### src/rtl/ddfs_multi_if.sv
// Configuration handshake bundle for ddfs_multi: one {channel, frequency word, phase}
// update per valid/ready transfer.
interface ddfs_multi_if #(
    parameter int CHANNELS = 2,
    parameter int ACC_W    = 20,
    parameter int N        = 8
);
    localparam int CH_W = (CHANNELS > 1) ? $clog2(CHANNELS) : 1;

    logic             cfg_valid;
    logic             cfg_ready;
    logic [CH_W-1:0]  cfg_ch;
    logic [ACC_W-1:0] cfg_fw;
    logic [N-1:0]     cfg_phase;

    modport master (output cfg_valid, cfg_ch, cfg_fw, cfg_phase, input cfg_ready);
    modport slave  (input cfg_valid, cfg_ch, cfg_fw, cfg_phase, output cfg_ready);
endinterface

### src/rtl/ddfs_multi.sv
// Multi-channel DDFS with quarter-wave sine table and wrap-synchronised retuning.
// Optional macro DDFS_SWEEP_EN adds a saturating linear frequency sweep on channel 0.
//
// state   | meaning
// S_EMPTY | no pending config; cfg_ready high outside reset
// S_PEND  | config held until target channel wraps (or target fw is 0)
module ddfs_multi #(
    parameter int CHANNELS = 2,
    parameter int ACC_W    = 20,
    parameter int N        = 8,
    parameter int M        = 4
) (
    input  logic                  clk,
    input  logic                  rst,
    input  logic                  en,
`ifdef DDFS_SWEEP_EN
    input  logic                  sweep_en,
    input  logic [ACC_W-1:0]      sweep_step,
`endif
    ddfs_multi_if.slave           cfg,
    output logic [CHANNELS*M-1:0] sine,
    output logic [CHANNELS-1:0]   wrap
);
    localparam int CH_W = (CHANNELS > 1) ? $clog2(CHANNELS) : 1;
    localparam int Q    = 2 ** (N - 2);
    localparam logic [M-1:0] HALF = {1'b1, {(M-1){1'b0}}};

    typedef enum logic {S_EMPTY, S_PEND} slot_e;

    function automatic int qval(int i);
        real amp;
        real ang;
        amp = real'(2 ** (M - 1) - 1);
        ang = 2.0 * 3.14159265358979 * (real'(i) + 0.5) / real'(2 ** N);
        return $rtoi(amp * $sin(ang) + 0.5);
    endfunction

    logic [M-1:0] qtab [Q];
    for (genvar i = 0; i < Q; i++) begin : g_qtab
        localparam logic [M-1:0] QV = M'(qval(i));
        assign qtab[i] = QV;
    end

    slot_e            state_q, state_d;
    logic [CH_W-1:0]  pend_ch_q, pend_ch_d;
    logic [ACC_W-1:0] pend_fw_q, pend_fw_d;
    logic [N-1:0]     pend_ph_q, pend_ph_d;
    logic [ACC_W-1:0] acc_q [CHANNELS];
    logic [ACC_W-1:0] acc_d [CHANNELS];
    logic [ACC_W-1:0] fw_q  [CHANNELS];
    logic [ACC_W-1:0] fw_d  [CHANNELS];
    logic [N-1:0]     ph_q  [CHANNELS];
    logic [N-1:0]     ph_d  [CHANNELS];
    logic [N-1:0]     addr_q [CHANNELS];
    logic [N-1:0]     addr_d [CHANNELS];
    logic [M-1:0]     sine_q [CHANNELS];
    logic [M-1:0]     sine_d [CHANNELS];
    logic [M-1:0]     look   [CHANNELS];
    logic [CHANNELS-1:0] wrap_q, wrap_d;
    logic [CHANNELS-1:0] fresh_wrap;
    logic             en_q;
    logic             ch_ok;
    logic             applied;

    // wrap_q holds while en=0, so only a wrap produced by a real advance may trigger retuning
    assign fresh_wrap    = wrap_q & {CHANNELS{en_q}};
    assign ch_ok         = (int'(pend_ch_q) < CHANNELS);
    assign cfg.cfg_ready = (state_q == S_EMPTY) && !rst;
    assign wrap          = wrap_q;

    for (genvar c = 0; c < CHANNELS; c++) begin : g_ch
        logic [N-3:0] idx;
        logic [M-1:0] mag;
        assign idx  = addr_q[c][N-2] ? ~addr_q[c][N-3:0] : addr_q[c][N-3:0];
        assign mag  = qtab[idx];
        assign look[c] = addr_q[c][N-1] ? (HALF - mag) : (HALF + mag);
        assign sine[c*M +: M] = sine_q[c];
    end

`ifdef DDFS_SWEEP_EN
    logic [ACC_W:0] sweep_sum;
    assign sweep_sum = {1'b0, fw_q[0]} + {1'b0, sweep_step};
`endif

    always_comb begin
        state_d   = state_q;
        pend_ch_d = pend_ch_q;
        pend_fw_d = pend_fw_q;
        pend_ph_d = pend_ph_q;
        acc_d     = acc_q;
        fw_d      = fw_q;
        ph_d      = ph_q;
        addr_d    = addr_q;
        sine_d    = sine_q;
        wrap_d    = wrap_q;
        applied   = 1'b0;

`ifdef DDFS_SWEEP_EN
        if (sweep_en && fresh_wrap[0]) begin
            fw_d[0] = sweep_sum[ACC_W] ? '1 : sweep_sum[ACC_W-1:0];
        end
`endif

        for (int c = 0; c < CHANNELS; c++) begin
            if (en) begin
                {wrap_d[c], acc_d[c]} = {1'b0, acc_q[c]} + {1'b0, fw_q[c]};
                addr_d[c] = acc_q[c][ACC_W-1 -: N] + ph_q[c];
                sine_d[c] = look[c];
            end
            // pending update overrides the sweep on the same wrap
            if (state_q == S_PEND && ch_ok && pend_ch_q == CH_W'(c) &&
                (fresh_wrap[c] || fw_q[c] == '0)) begin
                fw_d[c] = pend_fw_q;
                ph_d[c] = pend_ph_q;
                applied = 1'b1;
            end
        end

        case (state_q)
            S_EMPTY: begin
                if (cfg.cfg_valid) begin
                    state_d   = S_PEND;
                    pend_ch_d = cfg.cfg_ch;
                    pend_fw_d = cfg.cfg_fw;
                    pend_ph_d = cfg.cfg_phase;
                end
            end
            S_PEND: begin
                if (!ch_ok || applied) begin
                    state_d = S_EMPTY;
                end
            end
            default: state_d = S_EMPTY;
        endcase
    end

    always_ff @(posedge clk) begin
        if (rst) begin
            state_q   <= S_EMPTY;
            pend_ch_q <= '0;
            pend_fw_q <= '0;
            pend_ph_q <= '0;
            wrap_q    <= '0;
            en_q      <= 1'b0;
            for (int c = 0; c < CHANNELS; c++) begin
                acc_q[c]  <= '0;
                fw_q[c]   <= '0;
                ph_q[c]   <= '0;
                addr_q[c] <= '0;
                sine_q[c] <= HALF;
            end
        end else begin
            state_q   <= state_d;
            pend_ch_q <= pend_ch_d;
            pend_fw_q <= pend_fw_d;
            pend_ph_q <= pend_ph_d;
            wrap_q    <= wrap_d;
            en_q      <= en;
            acc_q     <= acc_d;
            fw_q      <= fw_d;
            ph_q      <= ph_d;
            addr_q    <= addr_d;
            sine_q    <= sine_d;
        end
    end
endmodule
### src/flat_wrapper.sv
// flat-port wrapper written by rule: the top's interface ports become plain ports
module ddfs_multi_flat 
#(
    parameter int CHANNELS = 2,
    parameter int ACC_W    = 20,
    parameter int N        = 8,
    parameter int M        = 4
)
  (clk, rst, en, sine, wrap, cfg_cfg_valid, cfg_cfg_ch, cfg_cfg_fw, cfg_cfg_phase, cfg_cfg_ready);
  ddfs_multi_if #(.CHANNELS(CHANNELS), .ACC_W(ACC_W), .N(N)) cfg_i ();
  input  logic clk;
  input  logic rst;
  input  logic en;
  output logic [CHANNELS*M-1:0] sine;
  output logic [CHANNELS-1:0] wrap;
  input wire logic [$bits(cfg_i.cfg_valid)-1:0] cfg_cfg_valid;
  input wire logic [$bits(cfg_i.cfg_ch)-1:0] cfg_cfg_ch;
  input wire logic [$bits(cfg_i.cfg_fw)-1:0] cfg_cfg_fw;
  input wire logic [$bits(cfg_i.cfg_phase)-1:0] cfg_cfg_phase;
  output wire logic [$bits(cfg_i.cfg_ready)-1:0] cfg_cfg_ready;
  assign cfg_i.cfg_valid = cfg_cfg_valid;
  assign cfg_i.cfg_ch = cfg_cfg_ch;
  assign cfg_i.cfg_fw = cfg_cfg_fw;
  assign cfg_i.cfg_phase = cfg_cfg_phase;
  assign cfg_cfg_ready = cfg_i.cfg_ready;
  ddfs_multi #(.CHANNELS(CHANNELS), .ACC_W(ACC_W), .N(N), .M(M)) u_core (.clk(clk), .rst(rst), .en(en), .cfg(cfg_i), .sine(sine), .wrap(wrap));
endmodule
### config.mk
export PLATFORM = sky130hd
export DESIGN_NAME = ddfs_multi_flat
export DESIGN_NICKNAME = d
export VERILOG_FILES = /design/src/rtl/ddfs_multi_if.sv /design/src/rtl/ddfs_multi.sv /design/src/flat_wrapper.sv
export SDC_FILE = /design/constraint.sdc
export NUM_CORES = 1
export LEC_CHECK = 0
export ABC_AREA = 1
export BUFFER_PORTS_ARGS = -buffer_cell sky130_fd_sc_hd__buf_2
export CAP_MARGIN = 20
export CORE_ASPECT_RATIO = 0.6
export CORE_MARGIN = 5
export CORE_UTILIZATION = 50
export CTS_BUF_LIST = sky130_fd_sc_hd__clkbuf_4 sky130_fd_sc_hd__clkbuf_8 sky130_fd_sc_hd__clkbuf_16
export CTS_CLUSTER_DIAMETER = 50
export DETAILED_ROUTE_END_ITERATION = 6
export GPL_TIMING_DRIVEN = 1
export HOLD_SLACK_MARGIN = 0.05
export PLACE_DENSITY = 0.67
export SLEW_MARGIN = 30
export SYNTH_ARGS = -nofsm -noshare
export SYNTH_HDL_FRONTEND = slang
export SYNTH_SLANG_ARGS = --single-unit
### constraint.sdc
create_clock -name clk -period 2.47 [get_ports clk]
set_clock_uncertainty 0.1 [all_clocks]
set_input_delay 0.3705 -clock clk [delete_from_list [all_inputs] [get_ports clk]]
set_output_delay 0.3705 -clock clk [all_outputs]
set_load 0.05 [all_outputs]
==> flow_metrics.tcl, run 1 <==
set metrics [dict create \
    hold_ws_ns 0.0751 \
    crit_required_ns 2.69 \
    drt-pass1-iter-count 5 \
    grtUsageTotal_pct 23.8 \
    fin_area_um2 9950 \
    syn_area_um2 8880 \
    drv_cap 0 \
    async_reset_ff_share_pct 0 \
    synth_edf_count 0 \
    synthToLayoutAreaGrowth_pct 12.1 \
    final_layout_size_suffix_gt1_share_pct 8.92 \
    gr-total-overflow 0 \
    routabilityCongestion 0.977 \
    finalSetupTns_ns 0 \
    critPathLaunchType "flop" \
    initialDrtViolationCount 737 \
    finalNonFillerCells 1613 \
    grt_max_degree 91 \
    mostFrequentLayoutCell "nor2_1" \
    p_per_area_nw_per_um2 873 \
    slew_headroom_pct 62.2 \
    place_ws_ns 0.293 \
    io_pins 44 \
    cts_resized 0 \
    ctsHoldBuffers 0 \
    h-tree-depth 4 \
    rsz0062_at_grt "false" \
    ant_nets 0 \
    wl_um 24200 \
    post_drt_via_cell_ratio 5.23 \
    yosys.cell_types.count 40 \
    setup_viol 0 \
    tightest_slew_ns 0.564 \
    final_nets 1459 \
    die_w_um 182 \
    antenna_found_initial 0 \
    hold_class "in -> reg" \
    slew_violations 0 \
    cts.sinks 153 \
    wl_per_cell_um 15.0 \
    p_leak_nw 4.78 \
    antenna_cells 0 \
    start_util_pct 51.4 \
    synthCells 1330 \
    synth.avg_cell_area_um2 6.67 \
    post-route-period-util_pct 89.3 \
    place_area_um2 9350 \
    final_core_util_pct 57.6 \
    fin_crit_ns 2.21 \
    vias 8435 \
    cts-buffers-inserted 17 \
    fp.dieH_um 113 \
    insertion_delay_ns 0.44 \
    fmax_mhz 454 \
    worstPathMaxFanout 9 \
    crit_path_end_kind "flop" \
    worstSetupPathType "reg -> reg" \
    grt_pass1_wl_um 39500 \
    yosys_register_bits 153 \
    rows 37 \
    route.detailed.drc 0 \
    synth_ff_type "dfxtp_1" \
    hold_violations 0 \
    syn_nets 1423 \
    hpwl_um 18000 \
    ys_warn_count 0 \
    grt_pass1_vias 7430 \
    final_cell_mix "nor2_1, nand2_1, dfxtp_1, inv_1, o21ai_0" \
    cts_buffer_depth 2 \
    cts_root_buf "clkbuf_16" \
    portBuffers 43 \
    cts_tree "done" \
    clkSlewWorstSetupHoldPaths_ns 0.07 \
    p_total_mw 8.69 \
    setup_ws_ns 0.265 \
    vdd_drop_max_uv 475 \
    cp.arrival_ns 2.43 \
    outcome "finished clean" \
    cts_setup_buffers 0 \
    core_um2 17300 \
    yosysSeqAreaShare_pct 34.5 \
    die_area_um2 20600 \
    dp_cells 1581 \
]
synth_stat cells, drive strengths merged (4+ instances only):
cell type	number	area, um2
inv	138	523
nor3	5	25.0
xor2	11	96.3
nand4	17	106
buf	21	138
nand3	84	425
o21ai	146	738
nor4	5	31.3
fa	4	80.1
ha	56	701
nor2	257	975
dfxtp	153	3060
a21oi	116	596
clkbuf	28	106
nand2	248	953
o221ai	6	52.6
xnor2	12	105
critical path: stages (launching register included):
cell and delay, ns:
dfxtp_1 0.55, nand2_1 0.15, nand2_1 0.11, nand2_1 0.05, nand2_1 0.08, nand2_1 0.10
o211ai_1 0.21, nand2_2 0.12, ha_1 0.30, nand3_1 0.08, nand2_1 0.05, a31oi_1 0.16
nor2_1 0.05
state kept, by name, indices dropped and copies added (netlist names), 2 cells and up:
register and cells:
u_core.pend_ph_q 8, u_core.addr_q 16, u_core.acc_q 40, u_core.pend_fw_q 20, u_core.wrap 2, u_core.ph_q 16, u_core.fw_q 40, u_core.sine 8
per-layer routing:
metal	wire length, um	track usage (%)	share of wire, %
met1	13500	39.9	56
met2	8720	30.9	36
met3	1820	4.85	7.5
met4	155	3.25	0.64
met5	0	0	0
worst paths after layout:
kind / cells after the start / from / slack (ns) / end
worst min register to register: 2 / u_core.ph_q[12] / 0.37 / u_core.ph_q[12]
worst max register to register: 12 / u_core.addr_q[6] / 0.26 / u_core.sine[5]
worst max-delay path: 12 / u_core.addr_q[6] / 0.26 / u_core.sine[5]
worst min-delay path: 3 / cfg_cfg_fw[6] / 0.08 / u_core.pend_fw_q[6]
power breakdown:
part	internal [mW]	switching (mW)
clock	1.45	1.22
sequential	2.84	0.364
combinational	0.993	1.82
total	5.28	3.41
cell families (layout without fill, tap and decap cells):
kind of cell | count (synthesis) | count (layout) | share of synthesized area, %
compound gates | 285 | 285 | 17.1
flops | 153 | 153 | 34.5
simple gates | 619 | 619 | 28.6
fa+ha+maj | 60 | 60 | 8.79
xor+xnor | 23 | 23 | 2.27
buf+inv | 190 | 239 | 8.78
layout make-up:
cell class              instances  area, um2
repair buffers                 66        425
clock buffers                  17        425
inverters                     141        536
clock inverters                15        175
multi-input cells             987       5030
flip-flops and latches        153       3060
well taps                     234        293
fillers                      1658       7320
No activity file was read; power rests on OpenSTA's default activity.
==> run 2: changes to the inputs <==
--- a/config.mk
+++ b/config.mk
@@ -17,7 +17,7 @@
 export GPL_TIMING_DRIVEN = 1
 export HOLD_SLACK_MARGIN = 0.05
 export PLACE_DENSITY = 0.67
-export SLEW_MARGIN = 30
+export REMOVE_ABC_BUFFERS = 1
 export SYNTH_ARGS = -nofsm -noshare
 export SYNTH_HDL_FRONTEND = slang
 export SYNTH_SLANG_ARGS = --single-unit
==> run 2 against run 1 <==
Effect of this change:
- worst setup slack worse by 0.080 ns
- sequential share of layout area is 0.41 points higher
- via count shrank 0.14%
- flip-flop and latch count unchanged
- clock-buffer cell count is 2 higher
- maximum frequency down 3.5%
- clock power is 7% lower
- utilization shrank 0.76 points
- register-to-register slack worse by 0.08 ns
- cell count shrank 0.62%
==> flow_metrics.tcl, run 2 (same netlist as run 1, synthesis figures left out) <==
set metrics [dict create \
    outcome "finished clean" \
    worstPathMaxFanout 46 \
    cts_setup_buffers 0 \
    tightest_slew_ns 0.776 \
    fp.dieH_um 113 \
    synthToLayoutAreaGrowth_pct 10.6 \
    finalNonFillerCells 1603 \
    core_um2 17300 \
    rows 37 \
    die_area_um2 20600 \
    hpwl_um 17000 \
    post-route-period-util_pct 92.5 \
    final_layout_size_suffix_gt1_share_pct 8.25 \
    hold_class "in -> reg" \
    combPwrFrac_pct 33.0 \
    wl_per_cell_um 14.5 \
    critPathLaunchType "flop" \
    reg2reg_slack_ns 0.18 \
    start_util_pct 51.4 \
    slew_violations 0 \
    cts_tree "done" \
    final_nets 1449 \
    drt-pass1-iter-count 6 \
    grt_pass1_vias 7692 \
    crit_path_end_kind "flop" \
    min_path_cells 3 \
    gr-total-overflow 0 \
    worstSetupPathType "reg -> reg" \
    crit_chain "nor4_1, nand3_1, nand2_1, nand2_2, o21ai_0, a21oi_1" \
    crit_required_ns 2.66 \
    switchingPower_mw 3.16 \
    rsz0062_at_grt "false" \
    p_int_mw 5.23 \
    grt_pass1_wl_um 38800 \
    drv_cap 0 \
    slowest_delay_ns 0.55 \
    cp.arrival_ns 2.48 \
    h-tree-depth 4 \
    cts_buffer_depth 2 \
    slew_headroom_pct 48.1 \
    switching_share_pct 37.7 \
    mostFrequentLayoutCell "nor2_1" \
    portBuffers 43 \
    reg_top3 "u_core.acc_q: 40 flops, u_core.fw_q: 40 flops, u_core.pend_fw_q: 20 flops" \
    cts-buffers-inserted 17 \
    antenna_found_initial 0 \
    routabilityCongestion 0.913 \
    grt_max_degree 91 \
    cts.sinks 153 \
    initialDrtViolationCount 658 \
    worst_path_max_delay_cell "nor4_1" \
    hold_ws_ns 0.0917 \
    place_ws_ns 0.307 \
    p_leak_nw 4.71 \
    hold_violations 0 \
    die_w_um 182 \
    post_drt_via_cell_ratio 5.25 \
    antenna_cells 0 \
    rr_worst_depth 6 \
    ant_nets 0 \
    cts_root_buf "clkbuf_16" \
    p_per_area_nw_per_um2 854 \
    fin_crit_ns 2.29 \
    insertion_delay_ns 0.43 \
    p_seq_share_pct 37.4 \
    vdd_drop_max_uv 676 \
    wl_um 23200 \
    vias 8423 \
    finalSetupTns_ns 0 \
    grtUsageTotal_pct 23.0 \
    clkSlewWorstSetupHoldPaths_ns 0.06 \
    dp_cells 1571 \
    io_pins 44 \
    fmax_mhz 438 \
    setup_viol 0 \
    power.clock.fraction_pct 29.6 \
    cts_resized 0 \
    route.detailed.drc 0 \
    p_total_mw 8.39 \
    final_cell_mix "nor2_1, nand2_1, dfxtp_1, inv_1, o21ai_0" \
    setup_ws_ns 0.185 \
    ctsHoldBuffers 0 \
]
## run 2: through the flow
step           area, um2  utilization (%)
5_1_grt             9820             56.9
4_1_cts             9820             56.9
6_report            9820             56.9
3_5_place_dp        9260             53.6
2_1_floorplan       8630                -
3_3_place_gp        9260             53.6
## run 2: layout make-up
type / instances / area (um2)
well taps: 234 / 293
multi-input cells: 987 / 5030
clock buffers: 19 / 453
clock inverters: 13 / 104
fillers: 1714 / 7450
inverters: 141 / 536
flip-flops and latches: 153 / 3060
repair buffers: 56 / 338
## run 2: path summary, 6_finish.rpt
kind,to,start
worst max-delay path,u_core.fw_q[25],u_core.fw_q[35]
worst min register to register,u_core.ph_q[12],u_core.ph_q[12]
worst max register to register,u_core.fw_q[25],u_core.fw_q[35]
worst min-delay path,u_core.pend_fw_q[3],cfg_cfg_fw[3]
## run 2: power groups by stage
stage / logic, mW / clock network, mW / registers (mW)
finish: 2.77 / 2.48 / 3.14
global route: 3.15 / 2.64 / 3.18
CTS: 2.74 / 2.54 / 3.14
detailed placement: 2.72 / 0 / 3.19
global placement: 2.69 / 0 / 3.18
floorplan: 1.96 / 0 / 3.15
## run 2: metal layers
metal | wire [um] | global-route usage [%]
met1 | 12400 | 35.8
met2 | 8820 | 31.5
met3 | 1600 | 4.79
met4 | 359 | 6.90
met5 | 0 | 0
## run 2: critical path, delay by kind of cell, from the launching register on
family	cells	cell delay [ns]
flops	1	0.34
simple gates	4	1.27
compound gates	2	0.42
==> run 3: changes to the inputs <==
--- a/config.mk
+++ b/config.mk
@@ -16,6 +16,7 @@
 export DETAILED_ROUTE_END_ITERATION = 6
 export GPL_TIMING_DRIVEN = 1
 export HOLD_SLACK_MARGIN = 0.05
+export MAX_ROUTING_LAYER = met4
 export PLACE_DENSITY = 0.67
 export REMOVE_ABC_BUFFERS = 1
 export SYNTH_ARGS = -nofsm -noshare
==> run 3 against run 2 <==
Effect of this change:
- power up 7.0%
- hold slack gained 0.010 ns
- first-iteration DRC count up 15%
- largest cell class unchanged
==> flow_metrics.tcl, run 3 (same netlist as run 1, synthesis figures left out) <==
set metrics [dict create \
    met3_usage_pct 3.89 \
    finalSetupTns_ns 0 \
    routabilityCongestion 0.934 \
    critPathTopFamily "simple AND/OR/NAND/NOR gates" \
    wl_per_cell_um 14.6 \
    critPathLaunchType "flop" \
    grtUsageTotal_pct 23.6 \
    post-route-period-util_pct 88.1 \
    grt_pass1_wl_um 38900 \
    vias 8581 \
    die_area_um2 20600 \
    cts-buffers-inserted 17 \
    mostFrequentLayoutCell "nor2_1" \
    worstSetupPathType "reg -> reg" \
    crit_top_cell "nand2_1" \
    ant_nets 0 \
    fin_crit_ns 2.18 \
    slowest_delay_ns 0.57 \
    vdd_drop_max_uv 680 \
    core_um2 17300 \
    synthToLayoutAreaGrowth_pct 12.1 \
    hpwl_um 17100 \
    grt_pass1_vias 7752 \
    route.detailed.drc 0 \
    rows 37 \
    rsz0062_at_grt "false" \
    p_per_area_nw_per_um2 902 \
    fmax_mhz 459 \
    wl_um 23500 \
    post_drt_via_cell_ratio 5.35 \
    hold_ws_ns 0.102 \
    cts.sinks 153 \
    final_nets 1450 \
    reg_top3 "u_core.acc_q: 40 flops, u_core.fw_q: 40 flops, u_core.pend_fw_q: 20 flops" \
    grt_max_degree 91 \
    drt-pass1-iter-count 5 \
    busiest_layer "met1" \
    insertion_delay_ns 0.42 \
    fp.dieH_um 113 \
    portBuffers 43 \
    outcome "finished clean" \
    cts_tree "done" \
    worstPathMaxFanout 9 \
    die_w_um 182 \
    io_pins 44 \
    critPathBufInv 0 \
    start_util_pct 51.4 \
    antenna_cells 0 \
    fillers 1667 \
    p_leak_nw 4.78 \
    use_met2_pct 32.3 \
    reg2reg_slack_ns 0.29 \
    cts_buffer_depth 2 \
    final_cell_mix "nor2_1, nand2_1, dfxtp_1, inv_1, o21ai_0" \
    cp.arrival_ns 2.38 \
    crit_path_end_kind "flop" \
    slew_headroom_pct 64.6 \
    setup_viol 0 \
    cts_root_buf "clkbuf_16" \
    antenna_found_initial 0 \
    drv_cap 0 \
    hold_class "in -> reg" \
    h-tree-depth 4 \
    use_met1_pct 36.4 \
    tightest_slew_ns 0.527 \
    gr-total-overflow 0 \
    initialDrtViolationCount 757 \
    final_layout_size_suffix_gt1_share_pct 8.25 \
    worst_path_max_delay_cell "dfxtp_1" \
    p_total_mw 8.98 \
    hold_violations 0 \
    slew_violations 0 \
    ctsHoldBuffers 0 \
    clkSlewWorstSetupHoldPaths_ns 0.06 \
    crit_required_ns 2.67 \
    cts_setup_buffers 0 \
    crit_chain "nand2_1, nand2_1, nand2_1, nand2_1, nand2_1, o211ai_1, nand2_2, ha_1, nand3_1, nand2_1, a31oi_1, nor2_1" \
]
[run 3: path summary, 6_finish.rpt]
path,cells past startpoint,from,end
min reg2reg,2,u_core.ph_q[11],u_core.ph_q[11]
max reg2reg,12,u_core.addr_q[14],u_core.sine[1]
min,3,cfg_cfg_fw[3],u_core.pend_fw_q[3]
max,12,u_core.addr_q[14],u_core.sine[1]
[run 3: layout make-up]
| cell class | count | area [um2] | share of cell area, % |
|---|---|---|---|
| Clock buffer | 20 | 460 | 4.62 |
| Multi-Input combinational cell | 987 | 5040 | 50.6 |
| Timing Repair Buffer | 57 | 345 | 3.47 |
| Tap cell | 234 | 293 | 2.94 |
| Inverter | 141 | 536 | 5.38 |
| Sequential cell | 153 | 3060 | 30.8 |
| Clock inverter | 11 | 219 | 2.20 |
[run 3: metal layers]
layer	vias up	wire, um
li1	4414	-
met1	3887	12700
met4	0	197
met2	260	9120
met5	-	0
met3	20	1460
[run 3: where the power goes]
part           switching, mW  total, mW  internal (mW)
Clock                   1.05       3.01           1.96
Sequential             0.291       3.14           2.85
Combinational           1.86       2.83          0.963
Total                   3.21       8.98           5.77
[run 3: timing repair]
| item | CTS | global route |
|---|---|---|
| setup endpoints to repair | 0 | 8 |
| gates resized for setup | 0 | 1 |
| hold endpoints to repair | 0 | 0 |
[run 3: metrics by stage]
step                      utilization, %  setup slack [ns]  instance area (um2)  instances
after global placement              53.7             0.335                 9270       1572
after floorplan                        -             0.390                 8630       1281
final                               57.7             0.293                 9960       1603
after CTS                           57.6             0.129                 9950       1603
after global routing                57.7            0.0740                 9960       1603
after detailed placement            53.7             0.227                 9270       1572
[run 3: worst reg2reg max path: cells and delay by family, from the launching register on]
family          cells  cell delay [ns]
compound gates      2             0.33
fa+ha+maj           1             0.30
flops               1             0.57
simple gates        9             0.77
